$ cat src/rtl/regfile_sb.sv
// regfile_sb: multi-read-port register file with an integrated write-pending scoreboard.
// Ports: clk, reset (synchronous, active-high);
//   rd_addr/rd_data/rd_busy  flattened read ports, port k at [k*AW +: AW] / [k*XLEN +: XLEN] / [k];
//   wr_en/wr_addr/wr_data    writeback, clears the busy mark of the written register;
//   alloc_valid/alloc_addr/alloc_ready  destination allocation handshake, sets the busy mark;
//   busy_cnt                 registered count of busy registers.
// Define REGFILE_BYPASS_EN to forward the writeback onto every read port in the same cycle.
module regfile_sb #(
  parameter int XLEN = 32,
  parameter int NREG = 32,
  parameter int AW = $clog2(NREG),
  parameter int NRD = 2,
  parameter bit ZERO_REG = 1
) (
  input  logic              clk,
  input  logic              reset,
  input  logic [NRD*AW-1:0] rd_addr,
  output logic [NRD*XLEN-1:0] rd_data,
  output logic [NRD-1:0]    rd_busy,
  input  logic              wr_en,
  input  logic [AW-1:0]     wr_addr,
  input  logic [XLEN-1:0]   wr_data,
  input  logic              alloc_valid,
  input  logic [AW-1:0]     alloc_addr,
  output logic              alloc_ready,
  output logic [AW:0]       busy_cnt
);
  logic [XLEN-1:0] regs [NREG];
  logic [NREG-1:0] busy, busy_nxt;
  logic wr_ok, alloc_zero, alloc_do, cnt_inc, cnt_dec;
  assign wr_ok = wr_en & ~(ZERO_REG && wr_addr == '0);
  assign alloc_zero = ZERO_REG && alloc_addr == '0;
  // A register whose producer writes back this cycle can be handed to a new producer at once.
  assign alloc_ready = alloc_zero | ~busy[alloc_addr] | (wr_ok & (wr_addr == alloc_addr));
  assign alloc_do = alloc_valid & alloc_ready & ~alloc_zero;
  // Same-address write+alloc leaves the bit set: no decrement, increment only if it was clear.
  assign cnt_inc = alloc_do & ~busy[alloc_addr];
  assign cnt_dec = wr_ok & busy[wr_addr] & ~(alloc_do & (alloc_addr == wr_addr));
  for (genvar i = 0; i < NREG; i++) begin : g_busy
    assign busy_nxt[i] = (alloc_do & (alloc_addr == AW'(i))) | (busy[i] & ~(wr_ok & (wr_addr == AW'(i))));
  end
  always_ff @(posedge clk) begin
    if (reset) begin
      for (int j = 0; j < NREG; j++) regs[j] <= '0;
      busy <= '0;
      busy_cnt <= '0;
    end else begin
      if (wr_ok) regs[wr_addr] <= wr_data;
      busy <= busy_nxt;
      busy_cnt <= busy_cnt + (AW+1)'(cnt_inc) - (AW+1)'(cnt_dec);
    end
  end
  for (genvar k = 0; k < NRD; k++) begin : g_rd
    logic [AW-1:0] a;
    logic [XLEN-1:0] q;
    assign a = rd_addr[k*AW +: AW];
    assign q = (ZERO_REG && a == '0) ? '0 : regs[a];
`ifdef REGFILE_BYPASS_EN
    logic hit;
    assign hit = wr_ok & (wr_addr == a);
    assign rd_data[k*XLEN +: XLEN] = hit ? wr_data : q;
    assign rd_busy[k] = hit ? (alloc_do & (alloc_addr == a)) : busy[a];
`else
    assign rd_data[k*XLEN +: XLEN] = q;
    assign rd_busy[k] = busy[a];
`endif
  end
endmodule

$ cat config.mk
export PLATFORM = sky130hd
export DESIGN_NAME = regfile_sb
export DESIGN_NICKNAME = d
export VERILOG_FILES = /design/src/rtl/regfile_sb.sv
export SDC_FILE = /design/constraint.sdc
export NUM_CORES = 2
export LEC_CHECK = 0
export ABC_CLOCK_PERIOD_IN_PS = 5850
export BUFFER_PORTS_ARGS = -buffer_cell sky130_fd_sc_hd__buf_2
export CORE_AREA = 2 2 356 358
export CTS_CLUSTER_SIZE = 12
export DETAILED_ROUTE_END_ITERATION = 10
export DIE_AREA = 0 0 358 360
export SKIP_CTS_REPAIR_TIMING = 1
export SLEW_MARGIN = 15
export SYNTH_ARGS = -nofsm -noshare
export SYNTH_HDL_FRONTEND = slang
export SYNTH_SLANG_ARGS = --single-unit
$ cat constraint.sdc
create_clock -name clk -period 5.85 [get_ports clk]
set_input_delay 1.17 -clock clk [delete_from_list [all_inputs] [get_ports clk]]
set_output_delay 1.17 -clock clk [all_outputs]
set_load 0.005 [all_outputs]
After elaboration in Yosys (flattened, before gate mapping)
Memory sizes are Yosys's and may differ from the RTL's.
Index checks and enable logic that the tools add are counted.
Widths: inputs -> output; s select.

word-level totals
  flip-flop bits (word level) = 38
  bits in writable memories = 1024
  word-level logic and storage cells = 270
  memories = 1

cells by class
  add/sub/neg operators = 2
  magnitude comparators = 4
  equal/unequal tests = 64
  muxes and demuxes = 18
  bitwise gates (word level) = 174
  reductions and logical operators = 5

memories
  name  words  width  read ports  clocked after memory_dff  wr ports  RTL line  source
  regs  32     32     2           0                         32        28        logic [XLEN-1:0] regs [NREG];

operators with widths
  cell                count
  $eq 5x5->1 const B  32
  $and 1x1->1         104
  $mux 32             3
  $eq 5x4->1 const B  16
  $eq 5x3->1 const B  8
  $not 1->1           36
  $or 1x1->1          34
  $reduce_or 32->1    1
  $lt 5x6->1 const B  4
  $bmux 1 s5          4
  $eq 5x2->1 const B  4
  $logic_not 5->1     4
  $eq 5x1->1 const B  2
  $eq 5x5->1          2
  $mux 1              10
  $add 6x1->6         1
  $sub 6x1->6         1
  $mux 5              1

Depth between registers and ports, before layout
  depth in word-level cells = 11
  gate-level depth with buffers = 16
  gate-level depth less buffers = 14

Least setup slack after synthesis
OpenSTA, ideal clock, no wires.

  path kind = input to register
  start point = input port wr_addr[0]
  end point = register busy_cnt[4]
  library setup time = 128 ps
  arrival time = 3954 ps
  slack = 1768 ps
  cell stages on the path = 14
  buffers on the path = 1
  cell sequence = buf_2 -> mux4_2 -> mux4_2 -> mux2i_1 -> nor3_1 -> ha_1 -> inv_1 -> ha_1 -> fa_1 -> a21oi_1 -> nor2_1 -> nor2_1 -> xor2_1 -> nor2_1

between the ends
  longest elaborated chain between the ends = 11
  elaborated cells between the ends (all ways) = 18
  classes of those cells = 2 x add/sub; 2 x eq/ne; 2 x mux; 11 x bitwise; 1 x reduce/logical

ends and longest elaborated chain
  what                                                                  RTL line  source
  from (decl)                                                           21        input logic [AW-1:0] wr_addr,
  parallel branches: the longest is 10 deep, another holds $add 6x1->6  --
  $sub 6x1->6 *                                                         50        busy_cnt <= busy_cnt + (AW+1)'(cnt_inc) - (AW+1)'(cnt_dec);
  to (signal assigned)                                                  50
  to (decl)                                                             26        output logic [AW:0] busy_cnt

Every way passes the cells marked *. The select of a mux whose other input is x is not followed.
A chain may end at the register's enable or synchronous reset.

Worst setup path after layout
  start point = input port rd_addr[6]
  end point = output port rd_data[49]

between the ends
  longest elaborated chain between the ends = 2
  elaborated cells between the ends (all ways) = 3
  classes of those cells = 1 x mux; 1 x reduce/logical; 1 x memory

ends and longest elaborated chain
  what                                              RTL line  source
  from (decl)                                       17        input logic [NRD*AW-1:0] rd_addr,
  $mem_v2 32x32 or $logic_not 5->1 (tied branches)  --
  $mux 32 *                                         57        assign q = (ZERO_REG && a == '0) ? '0 : regs[a];
  to (decl)                                         18        output logic [NRD*XLEN-1:0] rd_data,

Mark *: on every way between the ends. The rest lies on a longest branch, timed or not.

==> flow_metrics.py <==
metrics = {
    "floorplan": {
        "die_y_um": 360,
        "io_pins": 129,
        "core_um2": 124900,
        "die_w_um": 358,
        "std_cell_rows": 130,
        "die_area_um2": 128900,
        "initial_core_util_pct": 45.77,
    },
    "yosys": {
        "synth-edff-count": 1024,
        "syn_area_um2": 57170,
        "synth_top_area_share_pct": 53.78,
        "ys_top_cells_by_area": "edfxtp_1, mux4_2, and2_1",
        "synth.most_common_cell": "edfxtp_1",
        "synth.avg_cell_area_um2": 15.21,
        "synthCells": 3760,
        "synth_ff_type": "edfxtp_1",
        "ys_seq_area_share_pct": 55.11,
        "yosys_warnings": 0,
        "synth_cell_types": 49,
        "synth_common_cells": "edfxtp_1, and2_1, mux4_2",
        "synthArstFlopShare_pct": 0,
        "synth_top_cell_by_area": "edfxtp_1",
        "ys_ff_latch": 1062,
    },
    "run_status": {
        "status": "completed",
    },
    "clock_tree": {
        "clk_latency_ns": 0.70,
        "clk_pin_slew_ns": 0.06,
        "cts.sinks": 1062,
        "cts_tree": "yes",
        "cts_root_buf": "clkbuf_16",
        "cts_max_level": 3,
        "cts_made_buffers": 114,
        "ctsLongestPathBuffers": 3,
    },
    "timing": {
        "relSlewSlack_pct": 19.22,
        "rsz0062_at_grt": "false",
        "setup_viol": 0,
        "hold_ws_ns": 0.5283,
        "fin_crit_sh_pct": 88.86,
        "clock.fmax_mhz": 192.4,
        "finalClockSkew_ns": 0.01242,
        "hold_viol": 0,
        "tightest_slew_ns": 1.204,
        "tns_ns": 0,
        "setup_slack_ns": 0.6517,
        "slew_viol_final": 0,
        "period_minus_slack_ns": 5.198,
    },
    "finish": {
        "area_growth_pct": 11.08,
        "nets": 3847,
        "final_core_util_pct": 50.84,
        "drive_gt1_share_pct": 28.87,
    },
    "global_route": {
        "antenna_found_initial": 19,
        "grt_max_degree": 72,
        "grt_usage_pct": 29.91,
        "grt_pass1_vias": 36117,
        "grt_pass1_wl_um": 271200,
        "overflow": 0,
    },
    "setup_path": {
        "cp.arrival_ns": 4.03,
        "r2r_cells": 13,
        "cp-startpoint": "rd_addr[6]",
        "worstSetupStartpointType": "input port",
        "rr_endpoint": "busy_cnt[4]$_SDFF_PP0_",
        "r2r-start": "busy[31]$_SDFF_PP0_",
        "r2r_slack_ns": 2.56,
        "required_ns": 4.68,
        "cp-endpoint": "rd_data[49]",
        "critPathMaxFanout": 29,
        "cp-end-kind": "output port",
        "criticalPathCategory": "input port to output port",
    },
    "power": {
        "power_leakage_uw": 0.02207,
        "power_uw": 18290,
        "ir_drop_mv": 0.2277,
        "power.density_nw_per_um2": 288.0,
    },
    "drt": {
        "drt_iter0_drc": 4870,
        "drtPass1Iterations": 6,
        "vias": 35744,
        "wl_um": 192200,
        "ant_nets": 0,
        "drc": 0,
        "wl_per_cell_um": 34.71,
        "vias_per_cell": 6.454,
    },
    "placed_design": {
        "preCtsSetupSlack_ns": 0.7516,
        "dp_hpwl_um": 114000,
        "port_buffers": 128,
        "gp_congestion": 0.8619,
    },
    "hold_path": {
        "min_from": "busy[0]$_SDFF_PP0_",
        "hold_class": "register to register",
    },
    "flow_run": {
        "cap_violations": 0,
    },
}
## worst min path at each step
stage          cells after the start  slack, ns             endpoint
4_1_cts                            1       0.52   busy[0]$_SDFF_PP0_
5_1_grt                            2       0.55   busy[6]$_SDFF_PP0_
2_1_floorplan                      2       0.48  busy[18]$_SDFF_PP0_
3_3_place_gp                       2       0.50  busy[10]$_SDFF_PP0_
3_5_place_dp                       1       0.51   busy[0]$_SDFF_PP0_
6_report                           1       0.53   busy[0]$_SDFF_PP0_
## placed cells by master (no fill, tap or decap), types with 17 or more instances in the layout
cell	netlist	layout
a221oi_1	31	31
clkinv_2	0	30
a211o_1	22	22
conb_1	1	32
edfxtp_1	1024	1024
buf_12	0	21
buf_2	63	118
o22ai_1	55	55
mux2_2	52	52
mux2i_1	122	122
o21ai_0	30	30
clkbuf_16	0	116
nor3_1	48	36
a21o_2	0	25
dfxtp_1	38	38
nor2_4	0	17
and2_1	996	996
clkbuf_1	299	33
o221ai_1	27	27
buf_4	22	135
clkinv_1	0	21
inv_1	77	75
mux4_2	564	564
a21oi_1	31	31
nor2_1	48	31
nand2_1	84	83
## critical path, stage by stage
cell and delay, ns:
buf_8 0.18, or3_4 0.71, buf_4 0.33, o221ai_1 0.22, a221oi_1 0.08, buf_4 0.18
nor3_1 0.86, buf_2 0.26
## power by group
part           internal (uW)  switching [uW]  total, uW
Clock                   3840            3070       6900
Combinational           1030            1380       2400
Sequential              8770             217       8980
Total                  13600            4660      18300
## registers in the layout, indices dropped and copies added (netlist names)
signal	count
regs	1024
busy_cnt	6
busy	32
## cell families after synthesis
group | after synthesis | synth area share (%)
simple gates | 1214 | 12.62
flops | 1062 | 55.11
mux | 738 | 25.38
buf+inv | 479 | 3.506
compound gates | 249 | 3.057
xor+xnor | 10 | 0.1532
fa+ha+maj | 7 | 0.1663
other cells | 1 | 0.006559
## metal layers
metal / vias up / GRT usage, % / routed length [um]
met1: 18828 / 41.74 / 76290
met2: 2031 / 46.41 / 88990
met5: - / 0 / 13
li1: 14474 / - / -
met3: 409 / 5.511 / 17830
met4: 2 / 12.06 / 9106
## stage by stage
stage	instance area, um2	instances
after floorplan	57290	3791
after global placement	60030	5318
after detailed placement	60030	5318
after CTS	63480	5529
after global routing	63490	5532
final	63510	5538
## final cells by class
type / count / area (um2)
fillers: 10405 / 61410
flip-flops and latches: 1062 / 31510
well taps: 1650 / 2064
inverters: 77 / 289.0
clock inverters: 59 / 391.6
repair buffers: 279 / 2096
multi-input cells: 2250 / 24070
clock buffers: 152 / 3068
diodes: 9 / 22.52
No activity file was read; power rests on OpenSTA's default activity.
